==> src/rtl/fetch_pkg.sv <==
// -----------------------------------------------------------------------------
// fetch_pkg
// Shared definitions for the instruction fetch front-end:
//   NOP_INSTR      - instruction presented to decode when nothing is valid
//   fetch_entry_t  - one buffered fetch result {instr, pc}
//   cnt_width()    - width of counters that must hold the values 0..DEPTH
// -----------------------------------------------------------------------------
package fetch_pkg;

    localparam logic [31:0] NOP_INSTR = 32'h0000_0013;

    typedef struct packed {
        logic [31:0] instr;
        logic [31:0] pc;
    } fetch_entry_t;

    // One bit more than the index width, so a full DEPTH count is representable.
    function automatic int cnt_width(input int depth);
        return $clog2(depth) + 1;
    endfunction

endpackage

==> src/rtl/fetch_queue.sv <==
// -----------------------------------------------------------------------------
// fetch_queue
// Synchronous FIFO with a registered head; used for the fetched-instruction
// queue and for the request-PC tag FIFO.
// Ports:
//   clk, rst_n  - clock, asynchronous active-low reset (pointers/count only)
//   push, wdata - write an entry (ignored when full unless popping too)
//   pop         - remove the head (ignored when empty)
//   flush       - drop all entries; wins over push and pop
//   rdata       - current head entry (meaningful when !empty)
//   full, empty, count - occupancy
// -----------------------------------------------------------------------------
module fetch_queue
    import fetch_pkg::*;
#(
    parameter int DEPTH = 4,
    parameter int WIDTH = 32,
    localparam int CW   = cnt_width(DEPTH)
) (
    input  logic             clk,
    input  logic             rst_n,
    input  logic             push,
    input  logic [WIDTH-1:0] wdata,
    input  logic             pop,
    input  logic             flush,
    output logic [WIDTH-1:0] rdata,
    output logic             full,
    output logic             empty,
    output logic [CW-1:0]    count
);

    localparam int AW = $clog2(DEPTH);

    logic [WIDTH-1:0] r_mem [DEPTH];
    logic [AW-1:0]    r_wptr;
    logic [AW-1:0]    r_rptr;
    logic [CW-1:0]    r_count;
    logic             w_do_push;
    logic             w_do_pop;

    assign empty     = (r_count == '0);
    assign full      = (r_count == CW'(DEPTH));
    assign count     = r_count;
    assign rdata     = r_mem[r_rptr];

    assign w_do_pop  = pop && !empty && !flush;
    assign w_do_push = push && !flush && (!full || w_do_pop);

    // Pointers wrap naturally because DEPTH is a power of two.
    always_ff @(posedge clk or negedge rst_n) begin
        if (!rst_n) begin
            r_wptr  <= '0;
            r_rptr  <= '0;
            r_count <= '0;
        end else if (flush) begin
            r_wptr  <= '0;
            r_rptr  <= '0;
            r_count <= '0;
        end else begin
            if (w_do_push) r_wptr <= r_wptr + AW'(1);
            if (w_do_pop)  r_rptr <= r_rptr + AW'(1);
            unique case ({w_do_push, w_do_pop})
                2'b10:   r_count <= r_count + CW'(1);
                2'b01:   r_count <= r_count - CW'(1);
                default: r_count <= r_count;
            endcase
        end
    end

    // Storage carries no reset; occupancy alone decides what is valid.
    always_ff @(posedge clk) begin
        if (w_do_push) r_mem[r_wptr] <= wdata;
    end

endmodule

==> src/rtl/fetch_unit.sv <==
// -----------------------------------------------------------------------------
// fetch_unit
// Instruction fetch front-end: holds the PC, issues in-order pipelined requests
// to instruction memory under a credit limit, buffers responses and hands them
// to decode over a valid/ready handshake. A redirect flushes the queue and
// discards responses still in flight for the old path.
// Ports:
//   clk, rst_n                         - clock, async active-low reset
//   imem_req_valid/ready, imem_addr    - request channel (addr == PC register)
//   imem_rsp_valid, imem_rsp_data      - in-order response channel
//   redirect, redirect_pc              - branch/jump redirect from EX
//   instr_valid/ready, instr, instr_pc - head of queue to decode
// -----------------------------------------------------------------------------
module fetch_unit
    import fetch_pkg::*;
#(
    parameter logic [31:0] RESET_PC = 32'h0000_0000,
    parameter int          DEPTH    = 4
) (
    input  logic        clk,
    input  logic        rst_n,
    output logic        imem_req_valid,
    input  logic        imem_req_ready,
    output logic [31:0] imem_addr,
    input  logic        imem_rsp_valid,
    input  logic [31:0] imem_rsp_data,
    input  logic        redirect,
    input  logic [31:0] redirect_pc,
    output logic        instr_valid,
    input  logic        instr_ready,
    output logic [31:0] instr,
    output logic [31:0] instr_pc
);

    localparam int            CW      = cnt_width(DEPTH);
    localparam logic [CW:0]   DEPTH_C = (CW+1)'(DEPTH);

    logic [31:0]   r_pc;
    logic [CW-1:0] r_outstanding;
    logic [CW-1:0] r_discard;

    logic [CW:0]   w_credit_sum;
    logic          w_fire;
    logic          w_rsp;
    logic          w_rsp_keep;
    logic [CW-1:0] w_out_next;
    logic [CW-1:0] w_disc_next;

    fetch_entry_t  w_q_wdata;
    fetch_entry_t  w_q_head;
    logic          w_q_push;
    logic          w_q_pop;
    logic          w_q_full;
    logic          w_q_empty;
    logic [CW-1:0] w_q_count;

    logic [31:0]   w_tag_pc;
    logic          w_tag_full;
    logic          w_tag_empty;
    logic [CW-1:0] w_tag_count;
    logic          w_unused;

    // Request stage: credit uses registered counts only, so a pop this cycle
    // frees a slot one cycle later.
    assign w_credit_sum   = {1'b0, r_outstanding} + {1'b0, w_q_count};
    assign imem_req_valid = rst_n && !redirect && (w_credit_sum < DEPTH_C);
    assign w_fire         = imem_req_valid && imem_req_ready;
    assign imem_addr      = r_pc;

    // Response stage: a response is only counted against a request we issued.
    // Stale responses (discard != 0) and any response in a redirect cycle
    // are dropped without touching the tag FIFO, which the redirect flushes.
    assign w_rsp      = imem_rsp_valid && (r_outstanding != '0);
    assign w_rsp_keep = w_rsp && (r_discard == '0) && !redirect;

    fetch_queue #(
        .DEPTH (DEPTH),
        .WIDTH (32)
    ) u_tag_fifo (
        .clk   (clk),
        .rst_n (rst_n),
        .push  (w_fire),
        .wdata (r_pc),
        .pop   (w_rsp_keep),
        .flush (redirect),
        .rdata (w_tag_pc),
        .full  (w_tag_full),
        .empty (w_tag_empty),
        .count (w_tag_count)
    );

    assign w_q_wdata = '{instr: imem_rsp_data, pc: w_tag_pc};
    assign w_q_push  = w_rsp_keep;
    assign w_q_pop   = !w_q_empty && instr_ready && !redirect;

    fetch_queue #(
        .DEPTH (DEPTH),
        .WIDTH ($bits(fetch_entry_t))
    ) u_instr_q (
        .clk   (clk),
        .rst_n (rst_n),
        .push  (w_q_push),
        .wdata (w_q_wdata),
        .pop   (w_q_pop),
        .flush (redirect),
        .rdata (w_q_head),
        .full  (w_q_full),
        .empty (w_q_empty),
        .count (w_q_count)
    );

    // Output stage: registered head only, no bypass from the response.
    assign instr_valid = !w_q_empty;
    assign instr       = instr_valid ? w_q_head.instr : NOP_INSTR;
    assign instr_pc    = instr_valid ? w_q_head.pc    : 32'h0;

    always_comb begin
        w_out_next  = r_outstanding;
        w_disc_next = r_discard;
        if (w_fire) w_out_next = w_out_next + CW'(1);
        if (w_rsp)  w_out_next = w_out_next - CW'(1);
        // Every request still in flight after this cycle belongs to the old
        // path; this also folds in any discard left from an earlier redirect.
        if (redirect) begin
            w_disc_next = r_outstanding - CW'(w_rsp);
        end else if (w_rsp && (r_discard != '0)) begin
            w_disc_next = r_discard - CW'(1);
        end
    end

    always_ff @(posedge clk or negedge rst_n) begin
        if (!rst_n) begin
            r_pc          <= RESET_PC;
            r_outstanding <= '0;
            r_discard     <= '0;
        end else begin
            r_outstanding <= w_out_next;
            r_discard     <= w_disc_next;
            if (redirect) begin
                r_pc <= {redirect_pc[31:2], 2'b00};
            end else if (w_fire) begin
                r_pc <= r_pc + 32'd4;
            end
        end
    end

    assign w_unused = ^{w_tag_full, w_tag_empty, w_tag_count, w_q_full, redirect_pc[1:0]};

endmodule

==> config.mk <==
export PLATFORM = sky130hd
export DESIGN_NAME = fetch_unit
export DESIGN_NICKNAME = d
export VERILOG_FILES = /design/src/rtl/fetch_pkg.sv /design/src/rtl/fetch_queue.sv /design/src/rtl/fetch_unit.sv
export SDC_FILE = /design/constraint.sdc
export NUM_CORES = 1
export LEC_CHECK = 0
export CORE_ASPECT_RATIO = 0.5
export CORE_UTILIZATION = 36
export CTS_CLUSTER_DIAMETER = 40
export CTS_CLUSTER_SIZE = 14
export DETAILED_ROUTE_END_ITERATION = 7
export MAX_ROUTING_LAYER = met4
export PLACE_DENSITY = 0.66
export SYNTH_ARGS = -nofsm -noshare
export SYNTH_HDL_FRONTEND = slang
export SYNTH_SLANG_ARGS = --single-unit
==> constraint.sdc <==
create_clock -name clk -period 7.85 [get_ports clk]
set_input_delay 1.57 -clock clk [delete_from_list [all_inputs] [get_ports clk]]
set_output_delay 1.57 -clock clk [all_outputs]
set_load 0.01 [all_outputs]
==> results of run 1 <==
==> cell families (layout without fill, tap and decap cells) <==
kind of cell               Yosys count  count (layout)  synth area share
AOI/OAI and AO/OA                   80              80           0.03346
xor gates and xnor gates            18              18          0.009287
adders and majority gates           20              20           0.01563
buffers and inverters               64             267           0.01813
DFF                                418             418            0.7247
muxes                               99              99            0.1263
other                                1               4         0.0002209
and+or+nand+nor                    215             215           0.07231
==> registers in the layout (all words and copies together), names as in the netlist <==
name and count:
r_discard 3, u_instr_q.r_wptr 2, u_tag_fifo.count 3, u_tag_fifo.r_mem 120, r_outstanding 3, imem_addr 30, u_instr_q.r_rptr 2, u_instr_q.r_mem 248
u_tag_fifo.r_rptr 2, u_instr_q.count 3, u_tag_fifo.r_wptr 2
==> worst max-delay path, delay by kind of cell, from the launching register on <==
kind	cells	cell delay [ns]
DFF	1	0.46
and+or+nand+nor	2	1.15
buffers and inverters	3	1.59
==> routing by layer <==
layer | GRT usage | vias to the layer above | share of wire
met4 | 0.05304 | 0 | 0.026
li1 | - | 3999 | -
met1 | 0.1848 | 4764 | 0.40
met3 | 0.02472 | 64 | 0.034
met2 | 0.2859 | 194 | 0.54
met5 | - | - | 0
==> synthesized netlist by cell type, types with 3 or more instances <==
cell type  count
a21o_1         7
a21oi_1        7
a221o_1        6
a31o_2         3
and2_1        68
and3_1        12
buf_1          4
buf_2          9
buf_4          5
clkbuf_1      27
clkbuf_8       3
dfrtp_1       50
edfxtp_1     368
ha_1          18
inv_1         14
mux2i_1        6
mux4_2        92
nand2_1       41
nand3_1       22
nand4_1       13
nor2_1        20
nor3_1         8
nor3b_1        3
nor4_1         3
o211ai_1       4
o21ai_0       20
o21ai_1        5
o311ai_0       6
o31ai_1        5
or2_2          5
or4_1          3
xnor2_1        8
xor2_1        10
==> path summary, 6_finish.rpt <==
| path | cells past startpoint | endpoint | slack, ns |
|---|---|---|---|
| worst max-delay path | 5 | instr_pc[3] | 2.50 |
| worst min-delay path | 2 | u_instr_q.r_rptr[1] | 0.54 |
| worst max register to register | 7 | u_instr_q.r_mem[3][34] | 4.22 |
| worst min register to register | 2 | u_instr_q.r_rptr[1] | 0.54 |
| max in group asynchronous | 2 | u_instr_q.r_rptr[0] | 6.17 |
| min in group asynchronous | 2 | u_instr_q.count[0] | 1.16 |
==> area by class of cell <==
class,count,area [sq um]
Fill cell,3896,25150
Sequential cell,418,12310
Multi-Input combinational cell,436,4382
Timing Repair Buffer,178,1729
Clock buffer,54,1202
Tap cell,627,784.5
Clock inverter,20,217.7
Inverter,15,56.30
==> where the power goes <==
| part | internal (mW) | switching, mW |
|---|---|---|
| clock network | 1.20 | 0.850 |
| logic | 0.792 | 0.676 |
| registers | 2.55 | 0.150 |
==> metrics.json, run 1 <==
{
  "global_routing": {
    "first_pass_grt_wire_length_mm": 56.66,
    "number_of_global_route_vias_before_repair": 9780,
    "grt_antenna_before_repair": 0,
    "grtUsageTotal": 0.1600,
    "largest_net_degree_at_the_start_of_global_routing": 63,
    "global_route.overflow_total": 0
  },
  "timing": {
    "pin_slew_with_the_least_headroom_to_its_limit_ns": 1.123,
    "fin_tns_setup_ns": 0,
    "hold_ws_ns": 0.5434,
    "max_freq_mhz": 186.8,
    "grt_setup_unrepaired": "false",
    "setup_slack_ns": 2.495,
    "timing.final.crit_period_ns": 5.355,
    "hold_viol": 0,
    "timing.clock.skew_ns": 0.01715,
    "fin_crit_sh": 0.6821,
    "final-setup-viol-count": 0,
    "max_slew_margin": 0.2512,
    "timing_max_transition_violations_final": 0
  },
  "routing": {
    "drc_errors": 0,
    "wirelength_mm": 36.72,
    "wire_per_inst_um": 21.01,
    "dr.pass1.iters": 6,
    "vias_per_cell": 5.161,
    "ant_nets": 0,
    "detailedRoute.firstIterationViolations": 609,
    "routed-via-count": 9021
  },
  "placed_design": {
    "post_dp_hpwl_mm": 22.30,
    "globalplace.congestion": 0.7790,
    "postPlaceCellArea_sq_mm": 0.01926,
    "post-place-ws_ns": 2.627,
    "placed_cells": 1674,
    "port_buffers": 161
  },
  "clock_tree": {
    "cts_inserted_buffers": 43,
    "cts_root_buf": "clkbuf_16",
    "post_cts_hold_buffer_count": 0,
    "post-cts-setup-buffer-count": 0,
    "clock_insertion_delay_worst_skew_ns": 0.55,
    "tritoncts": "built",
    "cts.clk_slew.worst_paths_ns": 0.06,
    "postCtsResizedCells": 0,
    "clock_tree.buffer_depth": 3,
    "clock_sinks": 418,
    "htree_levels": 2
  },
  "worst_setup_path": {
    "regToRegStartpoint": "r_discard[0]",
    "start_kind": "flip-flop",
    "crit_chain": "nor3_1, clkinv_1, buf_4, and2_1, clkdlybuf4s50_1",
    "worst_ep_required_time_ns": 6.28,
    "critical_path_peak_fanout": 52,
    "timing.critical_path.from": "u_instr_q.count[0]",
    "worst_path_max_delay_cell": "nor3_1",
    "cp_slowest_stage_delay_ns": 0.92,
    "crit_path_end_kind": "primary output",
    "path_class": "flip-flop to primary output",
    "cp.arrival_ns": 3.78
  },
  "die": {
    "initial_utilization": 0.3704,
    "core_region_area_sq_mm": 0.04583,
    "die_height_um": 155.5,
    "die-width_um": 309.1,
    "io_pins": 168,
    "die_area_sq_mm": 0.04808,
    "floorplan.rows": 55
  },
  "synthesis": {
    "ys_async_sr_fraction": 0.1196,
    "synth_seq_area_share": 0.7247,
    "yosys_most_used_dff": "edfxtp_1",
    "post_synth.cell_area_avg_sq_um": 18.55,
    "yosys_register_bits": 418,
    "ys.warnings.count": 0,
    "netlist.area_leader.share": 0.6510,
    "synth_enable_flop_cells": 368,
    "synthesized_netlist_cell_count": 915,
    "ys_top_cells_by_area": "edfxtp_1, mux4_2, dfrtp_1",
    "yosysUniqueCellTypes": 66,
    "netlist_area_sq_mm": 0.01698,
    "post-synth-top-area-cell": "edfxtp_1"
  },
  "finish": {
    "area_growth_syn_to_layout_pct": 21.82,
    "drive_gt1_frac": 0.1793,
    "final_common_cell": "edfxtp_1",
    "nets": 1182,
    "fin_cells": 1748,
    "insertedDiodeCount": 0,
    "final_cell_area_sq_mm": 0.02068,
    "final_util": 0.4512,
    "final_cell_mix": "edfxtp_1, clkdlybuf4s50_1, mux4_2, and2_1"
  },
  "pwr": {
    "finalPower_mw": 6.213,
    "power_density_normalized_to_cell_area_mw_per_mm2": 300.5,
    "power.ir.vdd_worst_mv": 0.1438,
    "total_leakage_power_nw": 6.754
  },
  "worst_hold_path": {
    "min-delay-path-class": "flip-flop to flip-flop",
    "min-delay-start": "u_instr_q.r_rptr[1]"
  },
  "status": {
    "run_status": "finished clean"
  },
  "run": {
    "max_cap_violations": 0
  }
}
Power figures use the tool's default switching activity.
==> run 2: changes to the inputs <==
--- a/config.mk
+++ b/config.mk
@@ -11,7 +11,7 @@
 export CTS_CLUSTER_SIZE = 14
 export DETAILED_ROUTE_END_ITERATION = 7
 export MAX_ROUTING_LAYER = met4
-export PLACE_DENSITY = 0.66
+export PLACE_DENSITY = 0.68
 export SYNTH_ARGS = -nofsm -noshare
 export SYNTH_HDL_FRONTEND = slang
 export SYNTH_SLANG_ARGS = --single-unit
==> constraint.sdc (replaced) <==
create_clock -name clk -period 4.65 [get_ports clk]
set_input_delay 0.93 -clock clk [delete_from_list [all_inputs] [get_ports clk]]
set_output_delay 0.93 -clock clk [all_outputs]
set_load 0.01 [all_outputs]
==> run 2 against run 1 <==
Worst setup slack worse by 1.6 ns. Clock power rose by 78%. Total power rose by 73%. Core utilization up 0.48 points. Final area increased by 1.1%. Wire length is 0.94% higher. Hold slack got worse by 0.035 ns. Largest cell class unchanged. Largest power group unchanged. Highest routed layer unchanged.
==> metrics.json, run 2 (synthesis results as in run 1) <==
{
  "status": {
    "run_status": {"value": "finished clean", "change": "unchanged"}
  },
  "die": {
    "die_height": {"value": 155.5, "unit": "um", "change": "unchanged"},
    "core_region_area": {"value": 0.04583, "unit": "sq mm", "change": "unchanged"},
    "io_pins": {"value": 168, "change": "unchanged"},
    "initial_utilization": {"value": 0.3704, "change": "unchanged"},
    "die-width": {"value": 309.1, "unit": "um", "change": "unchanged"},
    "die_area": {"value": 0.04808, "unit": "sq mm", "change": "unchanged"},
    "floorplan.rows": {"value": 55, "change": "unchanged"}
  },
  "pwr": {
    "power_density_normalized_to_cell_area": {"value": 514.7, "unit": "mW/mm^2", "change": "was 300.5 mW/mm^2"},
    "internal_power": {"value": 7.856, "unit": "mW", "change": "was 4.537 mW"},
    "p_comb_frac": {"value": 0.237, "change": "was 0.236"},
    "netSwitchingPower": {"value": 2.901, "unit": "mW", "change": "was 1.676 mW"},
    "total_leakage_power": {"value": 6.843, "unit": "nW", "change": "was 6.754 nW"},
    "p_clk_frac": {"value": 0.340, "change": "was 0.329"},
    "power.ir.vdd_worst": {"value": 0.2826, "unit": "mV", "change": "was 0.1438 mV"},
    "sw_frac_of_total": {"value": 0.2697, "change": "was 0.2698"},
    "p_seq_frac": {"value": 0.423, "change": "was 0.434"}
  },
  "global_routing": {
    "global_route.overflow_total": {"value": 0, "change": "unchanged"},
    "grtUsageTotal": {"value": 0.1594, "change": "was 0.1600"},
    "largest_net_degree_at_the_start_of_global_routing": {"value": 63, "change": "unchanged"},
    "number_of_global_route_vias_before_repair": {"value": 9653, "change": "was 9780"},
    "grt_antenna_before_repair": {"value": 0, "change": "unchanged"},
    "first_pass_grt_wire_length": {"value": 56.63, "unit": "mm", "change": "was 56.66 mm"}
  },
  "clock_tree": {
    "cts_root_buf": {"value": "clkbuf_16", "change": "unchanged"},
    "htree_levels": {"value": 2, "change": "unchanged"},
    "cts_inserted_buffers": {"value": 45, "change": "was 43"},
    "clock_insertion_delay_worst_skew": {"value": 0.55, "unit": "ns", "change": "about the same"},
    "clock_sinks": {"value": 418, "change": "unchanged"},
    "post_cts_hold_buffer_count": {"value": 0, "change": "unchanged"},
    "post-cts-setup-buffer-count": {"value": 0, "change": "unchanged"},
    "tritoncts": {"value": "built", "change": "unchanged"},
    "clock_tree.buffer_depth": {"value": 3, "change": "unchanged"},
    "cts.clk_slew.worst_paths": {"value": 0.06, "unit": "ns", "change": "about the same"},
    "postCtsResizedCells": {"value": 0, "change": "unchanged"}
  },
  "worst_setup_path": {
    "worst_path_max_delay_cell": {"value": "dfrtp_2", "change": "was nor3_1"},
    "worst_ep_required_time": {"value": 3.72, "unit": "ns", "change": "was 6.28 ns"},
    "start_kind": {"value": "flip-flop", "change": "unchanged"},
    "critical-path-top-delay-family": {"value": "flip-flops", "change": "was buffers and inverters"},
    "cp.arrival": {"value": 2.87, "unit": "ns", "change": "was 3.78 ns"},
    "critical_path_destination": {"value": "instr_pc[6]", "change": "was instr_pc[3]"},
    "critical_path_peak_fanout": {"value": 31, "change": "was 52"},
    "crit-reg2reg-capture": {"value": "u_tag_fifo.r_mem[3][16]", "change": "was u_instr_q.r_mem[3][34]"},
    "crit_chain": {"value": "buf_4, mux4_2, and2_1, clkdlybuf4s50_1", "change": "was nor3_1, clkinv_1, buf_4, and2_1, clkdlybuf4s50_1"},
    "timing.critical_path.from": {"value": "u_instr_q.r_rptr[1]", "change": "was u_instr_q.count[0]"},
    "worstRegToRegCells": {"value": 6, "change": "was 7"},
    "path_class": {"value": "flip-flop to primary output", "change": "unchanged"},
    "worst-path-buf-inv": {"value": 2, "change": "was 3"},
    "setup.reg_to_reg.worst_slack": {"value": 1.56, "unit": "ns", "change": "was 4.22 ns"},
    "regToRegStartpoint": {"value": "r_outstanding[2]", "change": "was r_discard[0]"},
    "path_depth": {"value": 4, "change": "was 5"},
    "crit_path_end_kind": {"value": "primary output", "change": "unchanged"},
    "cp_slowest_stage_delay": {"value": 0.94, "unit": "ns", "change": "was 0.92 ns"}
  },
  "timing": {
    "timing.clock.skew": {"value": 0.01798, "unit": "ns", "change": "was 0.01715 ns"},
    "max_freq_mhz": 262.9,
    "final-setup-viol-count": {"value": 0, "change": "unchanged"},
    "timing_max_transition_violations_final": {"value": 0, "change": "unchanged"},
    "timing.final.crit_period_ns": 3.804,
    "fin_crit_sh": 0.8181,
    "grt_setup_unrepaired": {"value": "false", "change": "unchanged"},
    "fin_tns_setup": {"value": 0, "unit": "ns", "change": "unchanged"},
    "max_slew_margin": {"value": 0.2877, "change": "was 0.2512"},
    "hold_viol": {"value": 0, "change": "unchanged"},
    "pin_slew_with_the_least_headroom_to_its_limit": {"value": 1.064, "unit": "ns", "change": "was 1.123 ns"}
  },
  "placed_design": {
    "globalplace.congestion": {"value": 0.7792, "change": "was 0.7790"},
    "post_dp_hpwl": {"value": 21.74, "unit": "mm", "change": "was 22.30 mm"},
    "port_buffers": {"value": 161, "change": "unchanged"}
  },
  "routing": {
    "vias_per_cell": {"value": 5.197, "change": "was 5.161"},
    "detailedRoute.firstIterationViolations": {"value": 669, "change": "was 609"},
    "ant_nets": {"value": 0, "change": "unchanged"},
    "dr.pass1.iters": {"value": 7, "change": "was 6"},
    "drc_errors": {"value": 0, "change": "unchanged"},
    "wirelength": {"value": 37.07, "unit": "mm", "change": "was 36.72 mm"},
    "routed-via-count": {"value": 9132, "change": "was 9021"},
    "wire_per_inst": {"value": 21.10, "unit": "um", "change": "was 21.01 um"}
  },
  "finish": {
    "final_common_cell": {"value": "edfxtp_1", "change": "unchanged"},
    "final_util": {"value": 0.4560, "change": "was 0.4512"},
    "layout_fillers": {"value": 3898, "change": "was 3896"},
    "area_growth_syn_to_layout": {"value": 23.11, "unit": "%", "change": "was 21.82%"},
    "largest_register": {"value": "u_instr_q.r_mem", "change": "unchanged"},
    "final_cell_mix": {"value": "edfxtp_1, clkdlybuf4s50_1, mux4_2, and2_1, clkbuf_16", "change": "was edfxtp_1, clkdlybuf4s50_1, mux4_2, and2_1"},
    "drive_gt1_frac": {"value": 0.1867, "change": "was 0.1793"},
    "nets": {"value": 1187, "change": "was 1182"},
    "insertedDiodeCount": {"value": 0, "change": "unchanged"},
    "largest_register_ffs": {"value": 248, "change": "unchanged"}
  },
  "run": {
    "max_cap_violations": {"value": 0, "change": "unchanged"}
  },
  "worst_hold_path": {
    "min-delay-path-class": {"value": "flip-flop to flip-flop", "change": "unchanged"},
    "worstHoldPathCells": {"value": 1, "change": "was 2"}
  }
}
## run 2: changes by cell type in the layout (fill, tap and decap cells not counted), moves of 2 or more
cell / change
buf_12: +7
buf_4: -4
inv_6: +4
bufinv_16: +2
## run 2: worst register-to-register path: cells and delay by family (launching register included)
family	cells	cell delay [ns]
AOI/OAI and AO/OA	1	0.52
buffers and inverters	1	0.42
and+or+nand+nor	3	0.96
adders and majority gates	1	0.33
DFF	1	0.45
## run 2: worst min-delay path by stage
stage | slack (ns) | end | startpoint
2_1_floorplan | 0.50 | u_instr_q.r_wptr[0] | u_instr_q.r_wptr[0]
3_3_place_gp | 0.49 | u_tag_fifo.r_rptr[0] | u_tag_fifo.r_rptr[0]
3_5_place_dp | 0.49 | u_tag_fifo.r_rptr[0] | u_tag_fifo.r_rptr[0]
4_1_cts | 0.51 | u_tag_fifo.r_rptr[0] | u_tag_fifo.r_rptr[0]
5_1_grt | 0.54 | u_tag_fifo.r_rptr[0] | u_tag_fifo.r_rptr[0]
6_report | 0.51 | u_tag_fifo.r_rptr[0] | u_tag_fifo.r_rptr[0]
## run 2: power by group through the flow
stage	sequential, mW	clock, mW	combinational, mW
6_report	4.55	3.65	2.55
5_1_grt	4.58	3.86	2.74
4_1_cts	4.56	3.73	2.61
3_5_place_dp	4.63	0	2.60
3_3_place_gp	4.62	0	2.54
2_1_floorplan	4.51	0	1.40
## run 2: final cells by class
cell class | count | area, sq um | share of cell area
inverter | 15 | 56.30 | 0.002694
tap | 627 | 784.5 | 0.03754
clock inverter | 25 | 311.5 | 0.01491
timing repair buffer | 181 | 1839 | 0.08801
clock buffer | 55 | 1216 | 0.05819
sequential | 418 | 12310 | 0.5890
multi-input combinational | 436 | 4382 | 0.2097
## run 2: through the flow
step	cells	area [sq um]	hold WS, ns	setup slack (ns)	total power [mW]
floorplan	918	16990	0.5033	0.9825	5.915
global placement	1677	19370	0.4865	1.297	7.160
detailed placement	1677	19370	0.4945	1.154	7.229
CTS	1757	20900	0.5056	0.7839	10.89
global route	1757	20900	0.5369	0.7160	11.18
finish	1757	20900	0.5080	0.8457	10.76
## run 2: layer usage
layer | GRT usage | vias up | wire, um
met2 | 0.2848 | 267 | 20010
met5 | - | - | 0
met3 | 0.02391 | 73 | 1609
met4 | 0.04809 | 0 | 918
li1 | - | 4020 | -
met1 | 0.1864 | 4772 | 14530
==> run 3: changes to the inputs <==
==> constraint.sdc (replaced) <==
create_clock -name clk -period 3.3 [get_ports clk]
set_input_delay 0.66 -clock clk [delete_from_list [all_inputs] [get_ports clk]]
set_output_delay 0.66 -clock clk [all_outputs]
set_load 0.01 [all_outputs]
==> run 3 against run 2 <==
Flip-flop and latch count did not move. Total power rose by 39%. Clock power rose by 34%. Sequential power rose by 39%. Count of clock-buffer cells in the layout did not move.
==> metrics.json, run 3 (synthesis results as in run 1) <==
{
  "die": {
    "die-width": {"value": 309.1, "unit": "um", "change": "unchanged"},
    "die_height": {"value": 155.5, "unit": "um", "change": "unchanged"},
    "core_region_area": {"value": 0.04583, "unit": "sq mm", "change": "unchanged"},
    "floorplan.rows": {"value": 55, "change": "unchanged"},
    "io_pins": {"value": 168, "change": "unchanged"},
    "initial_utilization": {"value": 0.3704, "change": "unchanged"},
    "die_area": {"value": 0.04808, "unit": "sq mm", "change": "unchanged"}
  },
  "routing": {
    "detailedRoute.firstIterationViolations": {"value": 657, "change": "was 669"},
    "wirelength": {"value": 37.26, "unit": "mm", "change": "was 37.07 mm"},
    "dr.pass1.iters": {"value": 5, "change": "was 7"},
    "drc_errors": {"value": 0, "change": "unchanged"},
    "vias_per_cell": {"value": 5.157, "change": "was 5.197"},
    "routed-via-count": {"value": 9174, "change": "was 9132"},
    "wire_per_inst": {"value": 20.94, "unit": "um", "change": "was 21.10 um"},
    "ant_nets": {"value": 0, "change": "unchanged"}
  },
  "global_routing": {
    "global_route.overflow_total": {"value": 0, "change": "unchanged"},
    "grtUsageTotal": {"value": 0.1638, "change": "was 0.1594"},
    "largest_net_degree_at_the_start_of_global_routing": {"value": 62, "change": "was 63"},
    "number_of_global_route_vias_before_repair": {"value": 9932, "change": "was 9653"},
    "first_pass_grt_wire_length": {"value": 58.05, "unit": "mm", "change": "was 56.63 mm"},
    "grt_antenna_before_repair": {"value": 1, "change": "was 0"}
  },
  "timing": {
    "final-setup-viol-count": {"value": 0, "change": "unchanged"},
    "max_freq_mhz": 310.6,
    "max_slew_margin": {"value": 0.3712, "change": "was 0.2877"},
    "timing.clock.skew": {"value": 0.01453, "unit": "ns", "change": "was 0.01798 ns"},
    "fin_tns_setup": {"value": 0, "unit": "ns", "change": "unchanged"},
    "timing.final.crit_period_ns": 3.219,
    "timing_max_transition_violations_final": {"value": 0, "change": "unchanged"},
    "fin_crit_sh": 0.9755,
    "hold_viol": {"value": 0, "change": "unchanged"},
    "grt_setup_unrepaired": {"value": "false", "change": "unchanged"},
    "pin_slew_with_the_least_headroom_to_its_limit": {"value": 0.9397, "unit": "ns", "change": "was 1.064 ns"},
    "setup_slack": {"value": 0.08071, "unit": "ns", "change": "was 0.8457 ns"}
  },
  "finish": {
    "nets": {"value": 1209, "change": "was 1187"},
    "final_cell_mix": {"value": "edfxtp_1, clkdlybuf4s50_1, mux4_2, and2_1, dfrtp_1", "change": "was edfxtp_1, clkdlybuf4s50_1, mux4_2, and2_1, clkbuf_16"},
    "combined_area_of_the_multi_input_logic_cells": {"value": 0.004382, "unit": "sq mm", "change": "unchanged"},
    "area.sequential": {"value": 0.01231, "unit": "sq mm", "change": "unchanged"},
    "largest_register": {"value": "u_instr_q.r_mem", "change": "unchanged"},
    "drive_gt1_frac": {"value": 0.2007, "change": "was 0.1867"},
    "largest_register_ffs": {"value": 248, "change": "unchanged"},
    "area_growth_syn_to_layout": {"value": 24.71, "unit": "%", "change": "was 23.11%"},
    "layout_fillers": {"value": 3889, "change": "was 3898"},
    "fin_cells": {"value": 1779, "change": "was 1757"},
    "final_common_cell": {"value": "edfxtp_1", "change": "unchanged"}
  },
  "worst_setup_path": {
    "critical_path_peak_fanout": {"value": 15, "change": "was 31"},
    "worst_path_max_delay_cell": {"value": "mux4_2", "change": "was dfrtp_2"},
    "path_class": {"value": "flip-flop to primary output", "change": "unchanged"},
    "cp_slowest_stage_delay": {"value": 0.59, "unit": "ns", "change": "was 0.94 ns"},
    "worst-path-buf-inv": {"value": 2, "change": "unchanged"},
    "critical-path-top-delay-family": {"value": "buffers and inverters", "change": "was flip-flops"},
    "worst_ep_required_time": {"value": 2.64, "unit": "ns", "change": "was 3.72 ns"},
    "crit_chain": {"value": "buf_6, mux4_2, and2_1, clkdlybuf4s50_1", "change": "was buf_4, mux4_2, and2_1, clkdlybuf4s50_1"},
    "cp.arrival": {"value": 2.56, "unit": "ns", "change": "was 2.87 ns"},
    "start_kind": {"value": "flip-flop", "change": "unchanged"},
    "crit_path_end_kind": {"value": "primary output", "change": "unchanged"}
  },
  "placed_design": {
    "post-place-ws": {"value": 0.2628, "unit": "ns", "change": "was 1.154 ns"},
    "post_dp_hpwl": {"value": 23.63, "unit": "mm", "change": "was 21.74 mm"},
    "placed_cells": {"value": 1700, "change": "was 1677"},
    "globalplace.congestion": {"value": 0.8087, "change": "was 0.7792"},
    "port_buffers": {"value": 161, "change": "unchanged"}
  },
  "pwr": {
    "power.ir.vdd_worst": {"value": 0.3918, "unit": "mV", "change": "was 0.2826 mV"},
    "total_leakage_power": {"value": 6.965, "unit": "nW", "change": "was 6.843 nW"},
    "power_density_normalized_to_cell_area": {"value": 707.2, "unit": "mW/mm^2", "change": "was 514.7 mW/mm^2"},
    "finalPower": {"value": 14.97, "unit": "mW", "change": "was 10.76 mW"}
  },
  "clock_tree": {
    "clock_sinks": {"value": 418, "change": "unchanged"},
    "post_cts_hold_buffer_count": {"value": 0, "change": "unchanged"},
    "cts_root_buf": {"value": "clkbuf_16", "change": "unchanged"},
    "cts.clk_slew.worst_paths": {"value": 0.06, "unit": "ns", "change": "about the same"},
    "clock_insertion_delay_worst_skew": {"value": 0.55, "unit": "ns", "change": "about the same"},
    "tritoncts": {"value": "built", "change": "unchanged"},
    "clock_tree.buffer_depth": {"value": 3, "change": "unchanged"},
    "htree_levels": {"value": 2, "change": "unchanged"},
    "cts_inserted_buffers": {"value": 44, "change": "was 45"}
  },
  "run": {
    "max_cap_violations": {"value": 0, "change": "unchanged"}
  },
  "worst_hold_path": {
    "min-delay-path-class": {"value": "input pin to async pin", "change": "was flip-flop to flip-flop"}
  },
  "status": {
    "run_status": {"value": "finished clean", "change": "unchanged"}
  }
}
-- run 3: cell types whose count changed in the layout (fill, tap and decap cells not counted), sizes merged --
cell | before | now
buf | 22 | 45
dlymetal6s2s | 0 | 1
inv | 23 | 17
clkinvlp | 2 | 5
diode | 0 | 1
bufinv | 5 | 4
clkinv | 10 | 12
clkdlybuf4s50 | 159 | 158
-- run 3: power by group --
part / total (mW) / internal, mW / leakage, nW / switching, mW
registers: 6.33 / 6.06 / 3.94 / 0.269
logic: 3.75 / 2.01 / 2.34 / 1.74
clock network: 4.88 / 2.88 / 0.692 / 2.00
-- run 3: path summary, 6_finish.rpt --
kind	startpoint	to	slack (ns)	depth (start not counted)
setup / recovery	u_instr_q.r_rptr[0]	instr_pc[24]	0.08	4
hold / removal	rst_n	imem_addr[22]	0.26	2
setup reg to reg	r_discard[0]	u_tag_fifo.count[1]	0.37	9
hold reg to reg	u_instr_q.r_wptr[0]	u_instr_q.r_wptr[0]	0.59	1
max in group asynchronous	rst_n	u_instr_q.r_rptr[0]	2.50	2
min in group clk	redirect	u_instr_q.r_wptr[0]	0.53	4
-- run 3: layout make-up --
| class | instances | share of cell area |
|---|---|---|
| Timing Repair Buffer | 204 | 0.1034 |
| Inverter | 15 | 0.002660 |
| Antenna cell | 1 | 0.0001182 |
| Multi-Input combinational cell | 436 | 0.2070 |
| Clock inverter | 23 | 0.01241 |
| Clock buffer | 55 | 0.05591 |
| Tap cell | 627 | 0.03706 |
| Sequential cell | 418 | 0.5815 |
-- run 3: repair_timing --
| item | 4_1_cts | 5_1_grt |
|---|---|---|
| resized for setup | 1 | 2 |
| endpoints found under the setup margin | 5 | 3 |
| setup buffers | 0 | 0 |
-- run 3: metrics by stage --
step	util	hold WS (ns)	instance area, sq um
floorplan	-	0.3644	16990
global placement	0.4300	0.5562	19710
detailed placement	0.4300	0.5745	19710
CTS	0.4616	0.2812	21160
global route	0.4619	0.3209	21170
finish	0.4619	0.2569	21170
-- run 3: layer usage --
layer | up-vias | global-route usage | part of all wire
met1 | 4813 | 0.1914 | 0.40
met5 | - | - | 0
met4 | 0 | 0.05328 | 0.029
li1 | 4066 | - | -
met3 | 71 | 0.02146 | 0.036
met2 | 224 | 0.2935 | 0.54
